**config.mk**
```make
export PLATFORM = sky130hd
export DESIGN_NAME = io_bus_sel
export DESIGN_NICKNAME = d
export VERILOG_FILES = /design/src/rtl/io_bus_sel.sv
export SDC_FILE = /design/constraint.sdc
export NUM_CORES = 1
export LEC_CHECK = 0
export BUFFER_PORTS_ARGS = -buffer_cell sky130_fd_sc_hd__buf_2
export CORE_MARGIN = 4
export CORE_UTILIZATION = 49
export CTS_CLUSTER_SIZE = 40
export DETAILED_ROUTE_END_ITERATION = 12
export GPL_TIMING_DRIVEN = 0
export PLACE_DENSITY = 0.87
export SLEW_MARGIN = 20
export SYNTH_ARGS = -nofsm -noshare
export SYNTH_HDL_FRONTEND = slang
export SYNTH_SLANG_ARGS = --single-unit
```
**constraint.sdc**
```tcl
create_clock -name clk -period 2.8 [get_ports clk]
set_clock_uncertainty 0.1 [all_clocks]
set_input_delay 0.28 -clock clk [delete_from_list [all_inputs] [get_ports clk]]
set_output_delay 0.28 -clock clk [all_outputs]
set_load 0.01 [all_outputs]
```
**src/rtl/io_bus_sel.sv**
```systemverilog
// Master-side IO bus select controller: decodes the master address into a one-hot slave select,
// strobes the slave for WAIT_STATES+1 cycles and returns its read byte. Optional: IO_BUS_SEL_RANGE_CHECK_EN.
module io_bus_sel #(
    parameter int NR_OF_BUSSES_OUT = 4,
    parameter int ADDR_W           = 6,
    parameter int SLAVE_ADDR_W     = 4,
    parameter int WAIT_STATES      = 1
) (
    input  logic                            clk,
    input  logic                            rst,
    input  logic [ADDR_W-1:0]               m_addr,
    input  logic                            m_wr,
    input  logic                            m_rd,
    input  logic [7:0]                      m_data_in,
    output logic [7:0]                      m_data_out,
    output logic                            m_ack,
    output logic                            m_err,
    output logic [NR_OF_BUSSES_OUT-1:0]     s_sel,
    output logic [SLAVE_ADDR_W-1:0]         s_addr,
    output logic                            s_wr,
    output logic                            s_rd,
    output logic [7:0]                      s_data_out,
    input  logic [NR_OF_BUSSES_OUT*8-1:0]   s_data_in
);

    localparam int IDX_W = ADDR_W - SLAVE_ADDR_W;
    localparam int NB    = NR_OF_BUSSES_OUT;

    typedef enum logic [1:0] {IDLE, ACCESS, DONE, ERR} state_t;

    state_t                  state_reg, state_next;
    logic [IDX_W-1:0]        idx_reg, idx_next;
    logic                    is_wr_reg, is_wr_next;
    logic [3:0]              wait_reg, wait_next;
    logic [NB-1:0]           sel_reg, sel_next;
    logic [SLAVE_ADDR_W-1:0] s_addr_reg, s_addr_next;
    logic [7:0]              s_dout_reg, s_dout_next;
    logic                    s_wr_reg, s_wr_next;
    logic                    s_rd_reg, s_rd_next;
    logic                    ack_reg, ack_next;
    logic [7:0]              mdata_reg, mdata_next;
`ifdef IO_BUS_SEL_RANGE_CHECK_EN
    logic                    err_reg, err_next;
`endif

    logic [IDX_W-1:0] req_idx;
    logic [NB-1:0]    req_hit;
    logic [NB-1:0]    lat_hit;
    logic [7:0]       rd_slice [NB];
    logic [7:0]       rd_mux;

    assign req_idx = m_addr[ADDR_W-1:SLAVE_ADDR_W];

    // Per-slave decode; an index beyond the last slave matches no bit.
    generate
        for (genvar gi = 0; gi < NB; gi++) begin : g_dec
            localparam logic [31:0] K = 32'(gi);
            assign req_hit[gi]  = (32'(req_idx) == K);
            assign lat_hit[gi]  = (32'(idx_reg) == K);
            assign rd_slice[gi] = lat_hit[gi] ? s_data_in[gi*8 +: 8] : 8'h00;
        end
    endgenerate

    always_comb begin
        rd_mux = 8'h00;
        for (int k = 0; k < NB; k++) begin
            rd_mux = rd_mux | rd_slice[k];
        end
    end

    always_comb begin
        state_next  = state_reg;
        idx_next    = idx_reg;
        is_wr_next  = is_wr_reg;
        wait_next   = wait_reg;
        sel_next    = '0;
        s_addr_next = s_addr_reg;
        s_dout_next = s_dout_reg;
        s_wr_next   = 1'b0;
        s_rd_next   = 1'b0;
        ack_next    = 1'b0;
        mdata_next  = mdata_reg;
`ifdef IO_BUS_SEL_RANGE_CHECK_EN
        err_next    = 1'b0;
`endif
        case (state_reg)
            IDLE: begin
                if (m_wr || m_rd) begin
`ifdef IO_BUS_SEL_RANGE_CHECK_EN
                    if (!(|req_hit)) begin
                        state_next = ERR;
                        ack_next   = 1'b1;
                        err_next   = 1'b1;
                        mdata_next = 8'hFF;
                    end else
`endif
                    begin
                        state_next  = ACCESS;
                        idx_next    = req_idx;
                        is_wr_next  = m_wr;
                        wait_next   = 4'(WAIT_STATES);
                        sel_next    = req_hit;
                        s_addr_next = m_addr[SLAVE_ADDR_W-1:0];
                        s_dout_next = m_data_in;
                        // Write wins when both strobes are raised together.
                        s_wr_next   = m_wr;
                        s_rd_next   = m_rd & ~m_wr;
                    end
                end
            end
            ACCESS: begin
                if (wait_reg == 4'd0) begin
                    state_next = DONE;
                    ack_next   = 1'b1;
                    if (!is_wr_reg) begin
                        mdata_next = rd_mux;
                    end
                end else begin
                    wait_next = wait_reg - 4'd1;
                    sel_next  = sel_reg;
                    s_wr_next = s_wr_reg;
                    s_rd_next = s_rd_reg;
                end
            end
            DONE:    state_next = IDLE;
            ERR:     state_next = IDLE;
            default: state_next = IDLE;
        endcase
    end

    always_ff @(posedge clk) begin
        if (!rst) begin
            state_reg  <= IDLE;
            idx_reg    <= '0;
            is_wr_reg  <= 1'b0;
            wait_reg   <= 4'd0;
            sel_reg    <= '0;
            s_addr_reg <= '0;
            s_dout_reg <= 8'h00;
            s_wr_reg   <= 1'b0;
            s_rd_reg   <= 1'b0;
            ack_reg    <= 1'b0;
            mdata_reg  <= 8'h00;
`ifdef IO_BUS_SEL_RANGE_CHECK_EN
            err_reg    <= 1'b0;
`endif
        end else begin
            state_reg  <= state_next;
            idx_reg    <= idx_next;
            is_wr_reg  <= is_wr_next;
            wait_reg   <= wait_next;
            sel_reg    <= sel_next;
            s_addr_reg <= s_addr_next;
            s_dout_reg <= s_dout_next;
            s_wr_reg   <= s_wr_next;
            s_rd_reg   <= s_rd_next;
            ack_reg    <= ack_next;
            mdata_reg  <= mdata_next;
`ifdef IO_BUS_SEL_RANGE_CHECK_EN
            err_reg    <= err_next;
`endif
        end
    end

    assign m_data_out = mdata_reg;
    assign m_ack      = ack_reg;
    assign s_sel      = sel_reg;
    assign s_addr     = s_addr_reg;
    assign s_wr       = s_wr_reg;
    assign s_rd       = s_rd_reg;
    assign s_data_out = s_dout_reg;
`ifdef IO_BUS_SEL_RANGE_CHECK_EN
    assign m_err      = err_reg;
`else
    assign m_err      = 1'b0;
`endif

endmodule

```
==> results.yml <==
run_status:
  outcome: "completed"
pwr:
  p_leak_nw: 0.9075
  ir_drop_mv: 0.3748
  total_power_mw: 1.195
  powerDensity_nw_per_um2: 563.8
global_routing:
  grt_usage_pct: 21.64
  grt_pass1_wl_um: 7210
  globalRouteMet1Util_pct: 25.08
  gr-total-overflow: 0
  busiest_layer: "met2"
  grt_pass1_vias: 1614
  grt_max_degree: 11
  use_met3_pct: 6.293
  antenna_found_initial: 0
  grtUsageMet2_pct: 37.55
route:
  vias: 1666
  drt-initial-drc-count: 71
  drtPass1Iterations: 4
  drt-wirelength-per-cell_um: 14.76
  finalWirelength_um: 4399
  vias_per_cell: 5.591
  ant_nets: 0
  drc_errors: 0
floorplan:
  start_util_pct: 52.52
  io_pins: 78
  die_h_um: 65.90
  dieArea_um2: 4343
  rows: 20
  die_x_um: 65.90
  core_area_um2: 3128
worst_setup_path:
  worstSetupEndpointType: "flop"
  r2r_cells: 5
  cp.arrival_ns: 1.94
  critPathKind: "flop to flop"
  crit_path_start_kind: "flop"
  worstPathMaxFanout: 8
  critPathRequiredTime_ns: 2.91
clock_tree:
  cts_sinks: 36
  ctsLongestPathBuffers: 2
  clockRootBuffer: "clkbuf_4"
  h-tree-depth: 2
  post-cts-setup-buffer-count: 0
  ctsHoldBuffers: 0
  clk_pin_slew_ns: 0.10
  worstSkewPairLatency_ns: 0.34
  tritoncts: "done"
  cts_made_buffers: 5
  ctsResizeCount: 0
sta:
  setup_viol: 0
  period_needed_ns: 1.827
  max_freq_mhz: 547.4
  maxSlewHeadroom_pct: 57.56
  tns_ns: 0
  hold_viol_final: 0
  drv_slew: 0
  period_share_pct: 65.25
  worst_pin_slew_ns: 0.6342
  rsz0062_at_grt: "no"
synthesis:
  yosysWarningCount: 0
  syn_avg_cell_area_um2: 9.551
  syn_inst: 172
  yosys.area.top_type: "dfxtp_1"
  synth_area_um2: 1643
  ys_types: 40
  ys.flop_type: "dfxtp_1"
  synth-edff-count: 0
  synth.area.top_cells: "dfxtp_1 (44%), mux4_2 (11%), a21oi_1 (6.4%)"
  synth_top_area_share_pct: 43.87
  ys_ff_latch: 36
  synthArstFlopShare_pct: 0
  ys_seq_area_share_pct: 43.87
  synth_nets: 224
worst_hold_path:
  min_path_type: "input pin to flop"
  whs_path_depth: 3
final_layout:
  nNetsFinal: 306
  final_cell_mix: "buf_2 (79), dfxtp_1 (36), a21oi_1 (21)"
  drive_gt1_share_pct: 38.98
  regArea_um2: 720.7
  area_growth_pct: 29.02
  diodes: 0
  multi_input_area_um2: 834.6
  fillers: 277
  final_common_cell: "buf_2"
placement:
  dpl.hpwl_um: 3311
  port_buffers: 75
  gp_congestion: 0.7782
flow_run:
  cap_violations: 0
## logic make-up (layout without fill, tap and decap cells)
| group | count (synthesis) | count (layout) | synth area share, % |
|---|---|---|---|
| mux | 8 | 8 | 10.97 |
| other cells | 1 | 1 | 0.2283 |
| flops | 36 | 36 | 43.87 |
| fa+ha+maj | 2 | 2 | 1.523 |
| compound gates | 54 | 54 | 19.65 |
| buf+inv | 19 | 101 | 5.332 |
| simple gates | 52 | 52 | 18.43 |
## synth_stat cells (2+ instances only)
cell type   n
ha_1        2
o21ai_0    15
o2bb2ai_1   8
nand4b_1    3
nor3_1      2
o221ai_1    2
mux4_2      8
nor2_1      3
clkbuf_1    7
a31oi_1     4
buf_1       2
nand2_1     9
dfxtp_1    36
inv_1       3
buf_2       4
a21oi_1    21
nand3_1    20
## power by group
part / leakage, nW / switching, mW / internal, mW
clock: 0.0281 / 0.161 / 0.0924
sequential: 0.295 / 0.0317 / 0.563
combinational: 0.584 / 0.197 / 0.150
## final cells by class
| type | instances | area share, % |
|---|---|---|
| clock inverter | 1 | 0.2361 |
| timing repair buffer | 75 | 17.71 |
| clock buffer | 6 | 1.948 |
| multi-input combinational | 117 | 39.37 |
| sequential | 36 | 34.00 |
| inverter | 4 | 0.7084 |
| buffer | 15 | 3.424 |
| tap | 44 | 2.597 |
## worst paths after layout
path	start	end	slack, ns
setup reg to reg	wait_reg[0]	m_data_out[0]	0.97
hold reg to reg	m_data_out[6]	m_data_out[6]	0.37
setup / recovery	wait_reg[0]	m_data_out[0]	0.97
hold / removal	m_addr[3]	s_addr[3]	0.08
## worst max-delay path, cell delays in order, from the launching register on
cell       delay (ns)
dfxtp_1          0.36
inv_1            0.10
ha_1             0.16
or3b_1           0.44
nor3_2           0.42
o2bb2ai_1        0.13
## per-stage QoR
stage,hold slack [ns],utilization (%),instance area (µm²),worst slack (ns),std cells
global route,0.06263,67.76,2120,0.7603,298
finish,0.07834,67.76,2120,0.9731,298
floorplan,0.3277,-,1643,1.224,172
detailed placement,0.3550,66.28,2073,0.9854,291
global placement,0.3442,66.28,2073,1.052,291
CTS,0.07062,67.76,2120,0.9682,298
## per-layer routing
layer	up-vias	wire length, µm
li1	811	-
met1	760	1802
met2	88	2068
met3	7	474
met4	0	54
met5	-	0
No activity file was read; power rests on OpenSTA's default activity.
